## src/rtl/frame_pkg.sv

```systemverilog
// -----------------------------------------------------------------------------
// frame_pkg
//   Shared definitions for the single-wire frame serializer: field widths,
//   line levels and the FSM state encoding.
//   Optional feature macro: FRAME_PARITY_EN adds the PARITY state.
// -----------------------------------------------------------------------------
package frame_pkg;

   localparam int PORT_W = 2;                  // port-address field width
   localparam int LEN_W  = 4;                  // length field width
   localparam int DATA_W = (2 ** LEN_W) - 1;   // widest possible payload
   localparam int HDR_W  = PORT_W + LEN_W;     // port + length, sent back to back

   localparam logic START_BIT = 1'b0;
   localparam logic IDLE_BIT  = 1'b1;

   typedef enum logic [2:0] {
      S_IDLE,
      S_START,
      S_PORT,
      S_LEN,
      S_DATA,
      S_DONE
`ifdef FRAME_PARITY_EN
      , S_PARITY
`endif
   } state_e;

endpackage

```

## src/rtl/frame_serializer_if.sv

```systemverilog
// -----------------------------------------------------------------------------
// frame_serializer_if
//   Request/line bundle for frame_serializer.
//   master : request source (drives start/portIn/lenIn/dataIn, observes line)
//   slave  : the serializer itself
// -----------------------------------------------------------------------------
interface frame_serializer_if;
   import frame_pkg::*;

   logic              start;
   logic [PORT_W-1:0] portIn;
   logic [LEN_W-1:0]  lenIn;
   logic [DATA_W-1:0] dataIn;
   logic              serOut;
   logic              serOutValid;
   logic              busy;
   logic              done;

   modport master (
      output start, portIn, lenIn, dataIn,
      input  serOut, serOutValid, busy, done
   );

   modport slave (
      input  start, portIn, lenIn, dataIn,
      output serOut, serOutValid, busy, done
   );

endinterface

```

## src/rtl/frame_bit_counter.sv

```systemverilog
// -----------------------------------------------------------------------------
// frame_bit_counter
//   Loadable LEN_W-bit down-counter shared by the PORT, LEN and DATA fields.
//   Holds the number of bits still to follow the one currently on the line.
//   Ports: clk, rstN (async, active low), clkEn (advance enable),
//          load/load_val (load wins over dec), dec (count down, saturates at 0),
//          count (current value), zero (count == 0).
// -----------------------------------------------------------------------------
module frame_bit_counter
   import frame_pkg::*;
(
   input  logic             clk,
   input  logic             rstN,
   input  logic             clkEn,
   input  logic             load,
   input  logic [LEN_W-1:0] load_val,
   input  logic             dec,
   output logic [LEN_W-1:0] count,
   output logic             zero
);

   logic [LEN_W-1:0] count_q, count_d;

   always_comb begin
      // NOTE: every combinationally assigned signal gets a default first so no path leaves it unassigned (no latch).
      count_d = count_q;
      if (clkEn) begin
         if (load) begin
            count_d = load_val;
         end else if (dec && (count_q != '0)) begin
            count_d = count_q - LEN_W'(1);
         end
      end
   end

   // NOTE: state registers use non-blocking assignments so all flops update together on the edge.
   always_ff @(posedge clk or negedge rstN) begin
      if (!rstN) count_q <= '0;
      else       count_q <= count_d;
   end

   assign count = count_q;
   assign zero  = (count_q == '0);

endmodule

```

## src/rtl/frame_serializer.sv

```systemverilog
// -----------------------------------------------------------------------------
// frame_serializer
//   Transmit side of the single-wire port-addressed frame link. Accepts a
//   request (port, length N, payload) and shifts out: start bit (0), port MSB
//   first, length MSB first, then N payload bits LSB first, followed by one
//   high DONE bit. The line idles high; everything advances only on clkEn.
//   Ports: clk, rstN (async, active low), clkEn (advance enable),
//          bus (frame_serializer_if.slave: start/portIn/lenIn/dataIn in,
//               serOut/serOutValid/busy/done out, all outputs registered).
//   Optional feature macro: FRAME_PARITY_EN inserts one even-parity bit
//   (XOR of the payload bits sent, 0 for an empty payload) before DONE.
// -----------------------------------------------------------------------------
module frame_serializer
   import frame_pkg::*;
(
   input  logic clk,
   input  logic rstN,
   input  logic clkEn,
   frame_serializer_if.slave bus
);

   state_e            state_q, state_d;
   logic [HDR_W-1:0]  hdr_q, hdr_d;     // {port, len}, shifted left as sent
   logic [LEN_W-1:0]  len_q, len_d;     // unshifted copy for the DATA count
   logic [DATA_W-1:0] data_q, data_d;   // payload, shifted right as sent
   logic              par_q, par_d;
   logic              ser_out_q, ser_out_d;
   logic              valid_q, valid_d;
   logic              busy_q, busy_d;
   logic              done_q, done_d;

   logic              cnt_load, cnt_dec, cnt_zero;
   logic [LEN_W-1:0]  cnt_val, cnt_count;
   logic              payload_end;

   frame_bit_counter u_cnt (
      .clk      (clk),
      .rstN     (rstN),
      .clkEn    (clkEn),
      .load     (cnt_load),
      .load_val (cnt_val),
      .dec      (cnt_dec),
      .count    (cnt_count),
      .zero     (cnt_zero)
   );

   // Outputs are registered, so each branch computes the bit that will be on
   // the line during the state being entered, not the current one.
   always_comb begin
      state_d     = state_q;
      hdr_d       = hdr_q;
      len_d       = len_q;
      data_d      = data_q;
      par_d       = par_q;
      ser_out_d   = ser_out_q;
      valid_d     = valid_q;
      cnt_load    = 1'b0;
      cnt_val     = '0;
      cnt_dec     = 1'b0;
      payload_end = 1'b0;

      if (clkEn) begin
         ser_out_d = IDLE_BIT;
         valid_d   = 1'b0;
         unique case (state_q)
            S_IDLE: begin
               if (bus.start) begin
                  state_d   = S_START;
                  hdr_d     = {bus.portIn, bus.lenIn};
                  len_d     = bus.lenIn;
                  data_d    = bus.dataIn;
                  par_d     = 1'b0;
                  ser_out_d = START_BIT;
               end
            end
            S_START: begin
               state_d   = S_PORT;
               cnt_load  = 1'b1;
               cnt_val   = LEN_W'(PORT_W - 1);
               ser_out_d = hdr_q[HDR_W-1];
               hdr_d     = hdr_q << 1;
            end
            S_PORT: begin
               // Port and length are contiguous in hdr_q, so the next bit is
               // always its MSB whether or not the field changes here.
               ser_out_d = hdr_q[HDR_W-1];
               hdr_d     = hdr_q << 1;
               if (cnt_zero) begin
                  state_d  = S_LEN;
                  cnt_load = 1'b1;
                  cnt_val  = LEN_W'(LEN_W - 1);
               end else begin
                  cnt_dec = 1'b1;
               end
            end
            S_LEN: begin
               if (!cnt_zero) begin
                  cnt_dec   = 1'b1;
                  ser_out_d = hdr_q[HDR_W-1];
                  hdr_d     = hdr_q << 1;
               end else if (len_q != '0) begin
                  state_d   = S_DATA;
                  cnt_load  = 1'b1;
                  cnt_val   = len_q - LEN_W'(1);
                  ser_out_d = data_q[0];
                  valid_d   = 1'b1;
                  data_d    = data_q >> 1;
                  par_d     = par_q ^ data_q[0];
               end else begin
                  payload_end = 1'b1;
               end
            end
            S_DATA: begin
               if (!cnt_zero) begin
                  cnt_dec   = 1'b1;
                  ser_out_d = data_q[0];
                  valid_d   = 1'b1;
                  data_d    = data_q >> 1;
                  par_d     = par_q ^ data_q[0];
               end else begin
                  payload_end = 1'b1;
               end
            end
`ifdef FRAME_PARITY_EN
            S_PARITY: state_d = S_DONE;
`endif
            S_DONE:   state_d = S_IDLE;
            default:  state_d = S_IDLE;
         endcase

         if (payload_end) begin
`ifdef FRAME_PARITY_EN
            state_d   = S_PARITY;
            ser_out_d = par_q;
`else
            state_d   = S_DONE;
`endif
         end
      end
   end

   // Decoded from the next state so they hold along with it when clkEn=0.
   assign busy_d = (state_d != S_IDLE);
   assign done_d = (state_d == S_DONE);

   always_ff @(posedge clk or negedge rstN) begin
      if (!rstN) begin
         state_q   <= S_IDLE;
         hdr_q     <= '0;
         len_q     <= '0;
         data_q    <= '0;
         par_q     <= 1'b0;
         ser_out_q <= IDLE_BIT;
         valid_q   <= 1'b0;
         busy_q    <= 1'b0;
         done_q    <= 1'b0;
      end else begin
         state_q   <= state_d;
         hdr_q     <= hdr_d;
         len_q     <= len_d;
         data_q    <= data_d;
         par_q     <= par_d;
         ser_out_q <= ser_out_d;
         valid_q   <= valid_d;
         busy_q    <= busy_d;
         done_q    <= done_d;
      end
   end

   assign bus.serOut      = ser_out_q;
   assign bus.serOutValid = valid_q;
   assign bus.busy        = busy_q;
   assign bus.done        = done_q;

endmodule

```

## src/flat_wrapper.sv

```systemverilog
// flat-port wrapper written by rule: the top's interface ports become plain ports
module frame_serializer_flat import frame_pkg::*;
  (clk, rstN, clkEn, bus_start, bus_portIn, bus_lenIn, bus_dataIn, bus_serOut, bus_serOutValid, bus_busy, bus_done);
  frame_serializer_if bus_i ();
  input  logic clk;
  input  logic rstN;
  input  logic clkEn;
  input wire logic [$bits(bus_i.start)-1:0] bus_start;
  input wire logic [$bits(bus_i.portIn)-1:0] bus_portIn;
  input wire logic [$bits(bus_i.lenIn)-1:0] bus_lenIn;
  input wire logic [$bits(bus_i.dataIn)-1:0] bus_dataIn;
  output wire logic [$bits(bus_i.serOut)-1:0] bus_serOut;
  output wire logic [$bits(bus_i.serOutValid)-1:0] bus_serOutValid;
  output wire logic [$bits(bus_i.busy)-1:0] bus_busy;
  output wire logic [$bits(bus_i.done)-1:0] bus_done;
  assign bus_i.start = bus_start;
  assign bus_i.portIn = bus_portIn;
  assign bus_i.lenIn = bus_lenIn;
  assign bus_i.dataIn = bus_dataIn;
  assign bus_serOut = bus_i.serOut;
  assign bus_serOutValid = bus_i.serOutValid;
  assign bus_busy = bus_i.busy;
  assign bus_done = bus_i.done;
  frame_serializer u_core (.clk(clk), .rstN(rstN), .clkEn(clkEn), .bus(bus_i));
endmodule
```

## config.mk

```make
export PLATFORM = sky130hd
export DESIGN_NAME = frame_serializer_flat
export DESIGN_NICKNAME = d
export VERILOG_FILES = /design/src/rtl/frame_pkg.sv /design/src/rtl/frame_serializer_if.sv /design/src/rtl/frame_bit_counter.sv /design/src/rtl/frame_serializer.sv /design/src/flat_wrapper.sv
export SDC_FILE = /design/constraint.sdc
export NUM_CORES = 1
export LEC_CHECK = 0
export BUFFER_PORTS_ARGS = -buffer_cell sky130_fd_sc_hd__clkbuf_2
export CAP_MARGIN = 20
export CORE_UTILIZATION = 51
export CTS_CLUSTER_SIZE = 16
export DETAILED_ROUTE_END_ITERATION = 10
export PLACE_DENSITY = 0.78
export SLEW_MARGIN = 15
export SYNTH_ARGS = -nofsm -noshare
export SYNTH_HDL_FRONTEND = slang
export SYNTH_SLANG_ARGS = --single-unit
```

## constraint.sdc

```tcl
create_clock -name clk -period 1.9 [get_ports clk]
set_input_delay 0 -clock clk [delete_from_list [all_inputs] [get_ports clk]]
set_output_delay 0 -clock clk [all_outputs]
set_load 0.05 [all_outputs]
```

==> results of run 1 <==
-- kinds of logic (layout without fill, tap and decap cells) --
| kind of cell | Yosys count | after routing | synth area share, % |
|---|---|---|---|
| simple gates | 53 | 53 | 14.3 |
| compound gates | 43 | 43 | 14.3 |
| mux | 39 | 39 | 20.7 |
| flops | 36 | 36 | 43.5 |
| buf+inv | 21 | 85 | 4.53 |
| fa+ha+maj | 3 | 3 | 1.81 |
| xor+xnor | 2 | 2 | 0.846 |
-- state kept, by name (all words and copies together) (netlist names) --
| name | count |
|---|---|
| u_core.bus.serOut | 1 |
| u_core.data_q | 15 |
| u_core.len_q | 4 |
| u_core.bus.serOutValid | 1 |
| u_core.state_q | 3 |
| u_core.bus.busy | 1 |
| u_core.hdr_q | 6 |
| u_core.bus.done | 1 |
| u_core.u_cnt.count | 4 |
-- power breakdown --
group,total (µW),switching [µW],internal (µW)
combinational,2110,956,1150
sequential,1380,261,1120
clock,526,269,257
total,4010,1490,2520
-- cell type report --
cell class                      count  area [µm²]
Clock inverter                      1        5.00
Tap cell                           48        60.1
Sequential cell                    36         902
Multi-Input combinational cell    140        1200
Clock buffer                        7        76.3
Timing Repair Buffer               66         473
Fill cell                         272        1010
Inverter                           11        41.3
-- placed cells by master, fill, tap and decap left out, types with 5 or more instances in the layout --
cell type / instances
a21oi_1: 11
buf_4: 28
clkbuf_2: 28
clkbuf_8: 5
dfrtp_1: 35
dlygate4sd3_1: 6
inv_1: 9
mux2_2: 17
mux2_4: 14
mux2i_1: 8
nand2_1: 13
nand3_1: 5
nor2_1: 12
o21ai_0: 7
-- worst min path at each step --
stage / from / end / slack, ps / cells past startpoint
final: bus_portIn[0] / u_core.hdr_q[4] / 20 / 3
after detailed placement: rstN / u_core.hdr_q[1] / 160 / 1
after global routing: bus_portIn[0] / u_core.hdr_q[4] / 40 / 3
after global placement: rstN / u_core.hdr_q[1] / 160 / 1
after CTS: bus_portIn[0] / u_core.hdr_q[4] / 20 / 3
after floorplan: rstN / u_core.bus.busy / -300 / 0
-- metal layers --
layer	global-route usage [%]	routed length [µm]	vias up
met2	42.7	2620	63
li1	-	-	838
met3	5.56	267	10
met4	7.88	78	0
met1	33.6	2130	842
met5	0	0	-
-- metrics by stage --
step | total power [µW] | utilization (%)
after CTS | 3870 | 71.0
after detailed placement | 3250 | 66.1
final | 4010 | 73.3
after global routing | 4270 | 73.3
after global placement | 3190 | 66.1
after floorplan | 2640 | -
-- critical path, delay by kind of cell, from the launching register on --
family | cells | cell delay [ps]
AND/OR/NAND/NOR | 2 | 560
flip-flops | 1 | 400
adder cells (fa/ha/maj) | 1 | 130
buffers and inverters | 2 | 250
AO/OA/AOI/OAI | 1 | 170
multiplexers | 1 | 310
-- repair_timing --
action                                 in CTS  in global routing
hold buffers                                6                  0
endpoints found under the hold margin      41                  0
setup endpoints to repair                  14                 27
gates resized for setup                     6                 16
cloned                                      0                  1
setup buffers                               3                  1
-- cell usage after synthesis, types with 2 or more instances --
master / n / area [µm²]
o22ai_1: 2 / 12.5
nor3_1: 3 / 15.0
nand3_1: 5 / 25.0
or3_1: 2 / 12.5
inv_1: 11 / 41.3
a21oi_1: 13 / 65.1
o221ai_1: 2 / 17.5
a21boi_0: 4 / 30.0
nand2_1: 13 / 48.8
buf_2: 2 / 10.0
o21ai_0: 8 / 40.0
clkbuf_1: 5 / 18.8
o41ai_1: 2 / 17.5
ha_1: 3 / 37.5
mux2_2: 31 / 349
nand2b_1: 4 / 25.0
mux2i_1: 8 / 80.1
dfrtp_1: 35 / 876
nor2_1: 12 / 45.0
or2_2: 2 / 12.5
==> results.sh, run 1 <==
export IMPL_outcome="finished, violations left"
export IMPL_violations="negative setup slack"
export IMPL_fin_area_um2=2760
export IMPL_clk_latency_ps=290
export IMPL_slew_headroom_pct=40.9
export IMPL_setup_tns_final_ps=-171
export IMPL_startpoint="u_core.len_q[1]"
export IMPL_antenna_found_initial=0
export IMPL_drcViolationCount=0
export IMPL_overflow=0
export IMPL_cts_sinks=36
export IMPL_path_class="flip-flop to flip-flop"
export IMPL_ys_types=50
export IMPL_dieArea_um2=4320
export IMPL_peakVddDrop_mv=0.753
export IMPL_grt_pass1_vias=1758
export IMPL_dpl_cell_area_um2=2490
export IMPL_h_tree_depth=2
export IMPL_fin_cells=309
export IMPL_timing_hold_ws_ps=21.8
export IMPL_dpl_hpwl_um=3340
export IMPL_start_util_pct=54.9
export IMPL_arrival_ps=2110
export IMPL_clkSlewWorstSetupHoldPaths_ps=70
export IMPL_ios=29
export IMPL_routed_wl_um=5100
export IMPL_synth_seq_cells=36
export IMPL_nNetsFinal=288
export IMPL_ant_nets=0
export IMPL_critPathLaunchType="flip-flop"
export IMPL_vias_per_cell=5.67
export IMPL_worst_slack_ps=-31.8
export IMPL_power_per_cell_area_nw_per_um2=1450
export IMPL_synth_seq_area_share_pct=43.5
export IMPL_r2r_cells=7
export IMPL_slew_violations=0
export IMPL_cts_buffers=5
export IMPL_fin_skew_ps=7.48
export IMPL_cp_slowest_cell="dfrtp_1"
export IMPL_period_needed_ps=1930
export IMPL_drt_pass1_iter_count=4
export IMPL_cp_endpoint="u_core.data_q[13]"
export IMPL_grt_pass1_wl_um=8180
export IMPL_antenna_cells=0
export IMPL_finalSetupViolCount=9
export IMPL_via_count=1753
export IMPL_grt_total_usage_pct=25.8
export IMPL_synthesis_nets=225
export IMPL_die_x_um=65.7
export IMPL_globalplace_congestion=0.954
export IMPL_wl_per_cell_um=16.5
export IMPL_crit_required_ps=2080
export IMPL_cts_root_buf="clkbuf_8"
export IMPL_dp_slack_ps=-34.8
export IMPL_coreArea_um2=3770
export IMPL_async_reset_ff_share_pct=100
export IMPL_cap_violations=0
export IMPL_timing_final_crit_share_pct=102
export IMPL_clock_fmax_mhz=518
export IMPL_tightest_slew_ps=886
export IMPL_drt_first_iter_violations=169
export IMPL_r2r_end="u_core.data_q[13]"
export IMPL_grt_max_degree=37
export IMPL_syn_avg_cell_area_um2=10.5
export IMPL_drive_gt1_share_pct=44.8
export IMPL_synthCells=197
export IMPL_numPortBuffers=28
export IMPL_p_leak_uw=0.00130
export IMPL_r2r_start="u_core.len_q[1]"
export IMPL_syn2layout_area_growth_pct=33.3
export IMPL_cp_max_fo=10
export IMPL_rows=22
export IMPL_reg2reg_setup_slack_ps=-30
export IMPL_synthFlopType="dfrtp_1"
export IMPL_cpPeakStageDelay_ps=400
export IMPL_synth_edf_count=0
export IMPL_hp_class="input pin to flip-flop"
export IMPL_rsz0062_at_grt="yes"
export IMPL_cts_tree="yes"
export IMPL_end_kind="flip-flop"
export IMPL_die_h_um=65.7
export IMPL_ys_warn_count=0
export IMPL_cp_cell_sequence="inv_2 -> ha_4 -> or3b_4 -> and3_4 -> o21bai_4 -> buf_12 -> mux2_4"
export IMPL_dp_cells=290
export IMPL_clock_path_buffers=2
export IMPL_hold_viol=0
export IMPL_syn_area_um2=2070
No activity file was read; power rests on OpenSTA's default activity.
==> run 2, diff against run 1 <==
--- a/config.mk
+++ b/config.mk
@@ -11,6 +11,7 @@
 export CTS_CLUSTER_SIZE = 16
 export DETAILED_ROUTE_END_ITERATION = 10
 export PLACE_DENSITY = 0.78
+export RECOVER_POWER = 100
 export SLEW_MARGIN = 15
 export SYNTH_ARGS = -nofsm -noshare
 export SYNTH_HDL_FRONTEND = slang
==> run 2 against run 1 <==
Setup slack lost 2.4 ps. The run still ends with negative setup slack left. Critical path type unchanged. Sequential share of layout area grew 0.33 points. Count of clock-buffer cells in the layout is the same. Die area is the same. Register-to-register slack is essentially flat. Maximum frequency shrank 0.12%. Cell count is the same.
==> results.sh, run 2 (same netlist as run 1, synthesis figures left out) <==
export IMPL_cts_tree="yes"
export IMPL_drt_first_iter_violations=202
export IMPL_ios=29
export IMPL_nNetsFinal=288
export IMPL_pwr_share_comb_pct=52.1
export IMPL_swShare_pct=37.2
export IMPL_cts_sinks=36
export IMPL_fin_area_um2=2740
export IMPL_finalSetupViolCount=9
export IMPL_crit_required_ps=2080
export IMPL_vias_per_cell=5.61
export IMPL_slew_headroom_pct=41.3
export IMPL_p_int_uw=2490
export IMPL_worst_slack_ps=-34.2
export IMPL_dpl_hpwl_um=3340
export IMPL_routed_wl_um=5110
export IMPL_cts_root_buf="clkbuf_8"
export IMPL_antenna_found_initial=0
export IMPL_largest_reg_flops=15
export IMPL_mostFrequentLayoutCell="dfrtp_1"
export IMPL_drcViolationCount=0
export IMPL_grt_total_usage_pct=25.8
export IMPL_power_uw=3970
export IMPL_hold_viol=0
export IMPL_pwr_share_clk_pct=13.3
export IMPL_clkSlewWorstSetupHoldPaths_ps=70
export IMPL_dpl_cell_area_um2=2490
export IMPL_drt_pass1_iter_count=4
export IMPL_cts_buffers=5
export IMPL_path_delay_family="simple AND/OR/NAND/NOR gates"
export IMPL_dp_cells=290
export IMPL_grt_max_degree=37
export IMPL_cp_cell_sequence="inv_2 -> ha_4 -> or3b_4 -> and3_4 -> o21bai_4 -> buf_12 -> mux2_4"
export IMPL_seqPwrFrac_pct=34.6
export IMPL_timing_hold_ws_ps=21.9
export IMPL_cap_violations=0
export IMPL_die_h_um=65.7
export IMPL_h_tree_depth=2
export IMPL_clock_path_buffers=2
export IMPL_start_util_pct=54.9
export IMPL_fin_cells=309
export IMPL_cp_slowest_cell="dfrtp_1"
export IMPL_cpPeakStageDelay_ps=400
export IMPL_peakVddDrop_mv=0.752
export IMPL_outcome="finished, violations left"
export IMPL_rsz0062_at_grt="yes"
export IMPL_drive_gt1_share_pct=41.4
export IMPL_grt_pass1_vias=1758
export IMPL_numPortBuffers=28
export IMPL_violations="negative setup slack"
export IMPL_end_kind="flip-flop"
export IMPL_die_x_um=65.7
export IMPL_path_class="flip-flop to flip-flop"
export IMPL_globalplace_congestion=0.954
export IMPL_syn2layout_area_growth_pct=32.0
export IMPL_dieArea_um2=4320
export IMPL_timing_final_crit_share_pct=102
export IMPL_tightest_slew_ps=880
export IMPL_ant_nets=0
export IMPL_cp_max_fo=10
export IMPL_period_needed_ps=1930
export IMPL_power_per_cell_area_nw_per_um2=1450
export IMPL_antenna_cells=0
export IMPL_largestRegisters="u_core.data_q x15, u_core.hdr_q x6"
export IMPL_overflow=0
export IMPL_hp_class="input pin to flip-flop"
export IMPL_critPathLaunchType="flip-flop"
export IMPL_setup_tns_final_ps=-193
export IMPL_final_cell_mix="dfrtp_1, buf_4, clkbuf_2"
export IMPL_coreArea_um2=3770
export IMPL_p_sw_uw=1480
export IMPL_clk_latency_ps=290
export IMPL_wl_per_cell_um=16.5
export IMPL_slew_violations=0
export IMPL_rows=22
export IMPL_cp_num_buf_inv=2
export IMPL_top_register="u_core.data_q"
export IMPL_arrival_ps=2110
export IMPL_grt_pass1_wl_um=8180
export IMPL_p_leak_uw=0.00127
export IMPL_clock_fmax_mhz=517
export IMPL_via_count=1734
export IMPL_fin_skew_ps=7.53
[run 2: layout make-up]
cell class | count | area, µm²
Fill cell | 281 | 1040
Inverter | 11 | 41.3
Clock buffer | 7 | 76.3
Clock inverter | 1 | 5.00
Timing Repair Buffer | 66 | 454
Tap cell | 48 | 60.1
Sequential cell | 36 | 902
Multi-Input combinational cell | 140 | 1200
[run 2: power groups by stage]
stage               registers (µW)  clock network [µW]  logic (µW)
finish                        1380                 530        2070
global route                  1420                 572        2250
CTS                           1360                 532        1980
detailed placement            1360                   0        1890
global placement              1350                   0        1840
floorplan                     1360                   0        1280
[run 2: stage by stage]
stage	utilization, %	setup slack (ps)
2_1_floorplan	-	-38.7
6_report	72.5	-34.2
4_1_cts	71.0	-27.0
3_5_place_dp	66.1	-34.8
3_3_place_gp	66.1	22.1
5_1_grt	72.5	-102
[run 2: worst paths after layout]
| path | start | end | slack (ps) | depth (start not counted) |
|---|---|---|---|---|
| worst max register to register | u_core.len_q[1] | u_core.data_q[13] | -30 | 7 |
| min in group asynchronous | rstN | u_core.data_q[12] | 360 | 2 |
| max in group asynchronous | rstN | u_core.data_q[14] | 1000 | 2 |
| worst min-delay path | bus_portIn[0] | u_core.hdr_q[4] | 20 | 3 |
| worst min register to register | u_core.data_q[6] | u_core.data_q[6] | 510 | 1 |
| worst max-delay path | u_core.len_q[1] | u_core.data_q[13] | -30 | 7 |
[run 2: worst min-delay path, delay by kind of cell]
family | cells | cell delay, ps
multiplexers | 1 | 60
AO/OA/AOI/OAI | 1 | 130
buffers and inverters | 1 | 70
[run 2: what timing repair did]
item                                    CTS  global route
endpoints found under the hold margin    41             0
endpoints found under the setup margin   14            27
cloned                                    0             1
hold buffers                              6             0
buffers inserted                          3             1
resized for setup                         6            16
[run 2: layer usage]
metal	GRT usage (%)	part of all wire (%)	vias to the layer above
li1	-	-	843
met1	33.6	43	834
met2	42.7	51	47
met3	5.56	4.0	10
met4	7.88	1.5	0
met5	0	0	-
==> run 3, diff against run 2 <==
--- a/config.mk
+++ b/config.mk
@@ -7,10 +7,10 @@
 export LEC_CHECK = 0
 export BUFFER_PORTS_ARGS = -buffer_cell sky130_fd_sc_hd__clkbuf_2
 export CAP_MARGIN = 20
-export CORE_UTILIZATION = 51
+export CORE_UTILIZATION = 39
 export CTS_CLUSTER_SIZE = 16
 export DETAILED_ROUTE_END_ITERATION = 10
-export PLACE_DENSITY = 0.78
+export PLACE_DENSITY = 0.63
 export RECOVER_POWER = 100
 export SLEW_MARGIN = 15
 export SYNTH_ARGS = -nofsm -noshare
==> run 3 against run 2 <==
The flow still finishes with violations (negative setup slack). Register-to-register slack about the same. Cell count up 5.8%. Largest cell class unchanged. Sequential cell count unchanged. Critical endpoint is now u_core.data_q[9]. Sequential power about the same.
==> results.sh, run 3 (same netlist as run 1, synthesis figures left out) <==
export IMPL_holdPathStages=3
export IMPL_arrival_ps=2120
export IMPL_rsz0062_at_grt="yes"
export IMPL_path_class="flip-flop to flip-flop"
export IMPL_cp_max_fo=7
export IMPL_h_tree_depth=2
export IMPL_outcome="finished, violations left"
export IMPL_fin_cells=327
export IMPL_grt_pass1_wl_um=7470
export IMPL_cap_violations=0
export IMPL_ios=29
export IMPL_busiest_layer="met2"
export IMPL_hp_class="input pin to flip-flop"
export IMPL_tightest_slew_ps=904
export IMPL_swShare_pct=34.1
export IMPL_clock_path_buffers=2
export IMPL_clk_latency_ps=290
export IMPL_cts_root_buf="clkbuf_8"
export IMPL_cts_buffers=5
export IMPL_final_cell_mix="dfrtp_1, clkbuf_2, buf_4"
export IMPL_start_util_pct=40.6
export IMPL_numPortBuffers=28
export IMPL_die_x_um=74.9
export IMPL_clock_fmax_mhz=514
export IMPL_dieArea_um2=5610
export IMPL_antenna_found_initial=0
export IMPL_antenna_cells=0
export IMPL_use_met3_pct=3.21
export IMPL_use_met1_pct=24.9
export IMPL_period_needed_ps=1940
export IMPL_power_per_cell_area_nw_per_um2=1480
export IMPL_vias_per_cell=5.20
export IMPL_syn2layout_area_growth_pct=33.0
export IMPL_largest_reg_flops=15
export IMPL_routed_wl_um=4550
export IMPL_grt_pass1_vias=1603
export IMPL_timing_final_crit_share_pct=102
export IMPL_hold_viol=0
export IMPL_pwr_share_comb_pct=48.2
export IMPL_r2r_cells=7
export IMPL_coreArea_um2=5110
export IMPL_drt_pass1_iter_count=4
export IMPL_end_kind="flip-flop"
export IMPL_use_met2_pct=26.8
export IMPL_finalSetupViolCount=14
export IMPL_overflow=0
export IMPL_via_count=1701
export IMPL_largestRegisters="u_core.data_q x15, u_core.hdr_q x6"
export IMPL_mostFrequentLayoutCell="dfrtp_1"
export IMPL_critPathLaunchType="flip-flop"
export IMPL_p_leak_uw=0.00128
export IMPL_slew_headroom_pct=39.7
export IMPL_violations="negative setup slack"
export IMPL_peakVddDrop_mv=0.677
export IMPL_grt_max_degree=37
export IMPL_p_int_uw=2690
export IMPL_dp_slack_ps=-28.1
export IMPL_top_register="u_core.data_q"
export IMPL_fin_area_um2=2760
export IMPL_drive_gt1_share_pct=39.3
export IMPL_ant_nets=0
export IMPL_slew_violations=0
export IMPL_drcViolationCount=0
export IMPL_drt_first_iter_violations=108
export IMPL_dpl_hpwl_um=3130
export IMPL_worst_slack_ps=-44.5
export IMPL_pwr_share_clk_pct=18.2
export IMPL_crit_required_ps=2080
export IMPL_setup_tns_final_ps=-385
export IMPL_rows=26
export IMPL_die_h_um=74.9
export IMPL_p_sw_uw=1390
export IMPL_grt_total_usage_pct=17.9
export IMPL_seqPwrFrac_pct=33.6
export IMPL_power_uw=4080
export IMPL_globalplace_congestion=0.878
export IMPL_cts_tree="yes"
export IMPL_cts_sinks=36
export IMPL_wl_per_cell_um=13.9
export IMPL_nNetsFinal=284
export IMPL_fin_skew_ps=1.81
export IMPL_dpl_cell_area_um2=2500
export IMPL_clkSlewWorstSetupHoldPaths_ps=70
export IMPL_dp_cells=309
==> run 3: final cells by class <==
| cell class | instances | area, µm² |
|---|---|---|
| Clock inverter | 1 | 30.0 |
| Inverter | 11 | 41.3 |
| Fill cell | 461 | 2350 |
| Timing Repair Buffer | 62 | 437 |
| Tap cell | 70 | 87.6 |
| Sequential cell | 36 | 902 |
| Multi-Input combinational cell | 140 | 1160 |
| Clock buffer | 7 | 96.3 |
==> run 3: power by group through the flow <==
stage / registers [µW] / clock network [µW] / logic [µW]
after floorplan: 1360 / 0 / 1280
after global placement: 1360 / 0 / 1830
after detailed placement: 1370 / 0 / 1850
after CTS: 1360 / 766 / 1890
after global routing: 1430 / 789 / 2180
final: 1370 / 741 / 1970
==> run 3: per-layer routing <==
layer  up-vias  share of wire, %  wire (µm)
li1        832                 -          -
met1       814                46       2100
met2        40                48       2170
met3        15               3.5        161
met4         0               2.7        125
met5         -                 0          0
==> run 3: final timing paths <==
check                                 start                     to  slack (ps)
max reg2reg                 u_core.len_q[1]       u_core.data_q[9]         -40
min                           bus_portIn[1]        u_core.hdr_q[5]          20
max in group asynchronous              rstN  u_core.u_cnt.count[1]         890
min reg2reg                u_core.data_q[7]       u_core.data_q[7]         510
min in group asynchronous              rstN        u_core.len_q[0]         460
max                         u_core.len_q[1]       u_core.data_q[9]         -40
==> run 3: metrics by stage <==
| stage | util [%] | hold WS (ps) |
|---|---|---|
| after floorplan | - | -296 |
| after global placement | 48.9 | 76.7 |
| after detailed placement | 48.9 | 74.6 |
| after CTS | 53.1 | 10.2 |
| after global routing | 54.0 | 58.4 |
| final | 54.0 | 17.5 |
==> run 3: worst max-delay path: stages, from the launching register on <==
cell and delay [ps]:
dfrtp_1 390, inv_2 80, ha_4 130, or3b_4 370, and3_4 190, o21bai_4 170, clkbuf_16 200, mux2_4 300
==> run 3: timing repair <==
action | in CTS | in global routing
buffers inserted | 0 | 2
gates cloned | 0 | 1
endpoints found under the setup margin | 14 | 24
hold buffers | 7 | 0
hold endpoints to repair | 42 | 0
resized for setup | 4 | 10
pin swaps | 0 | 0
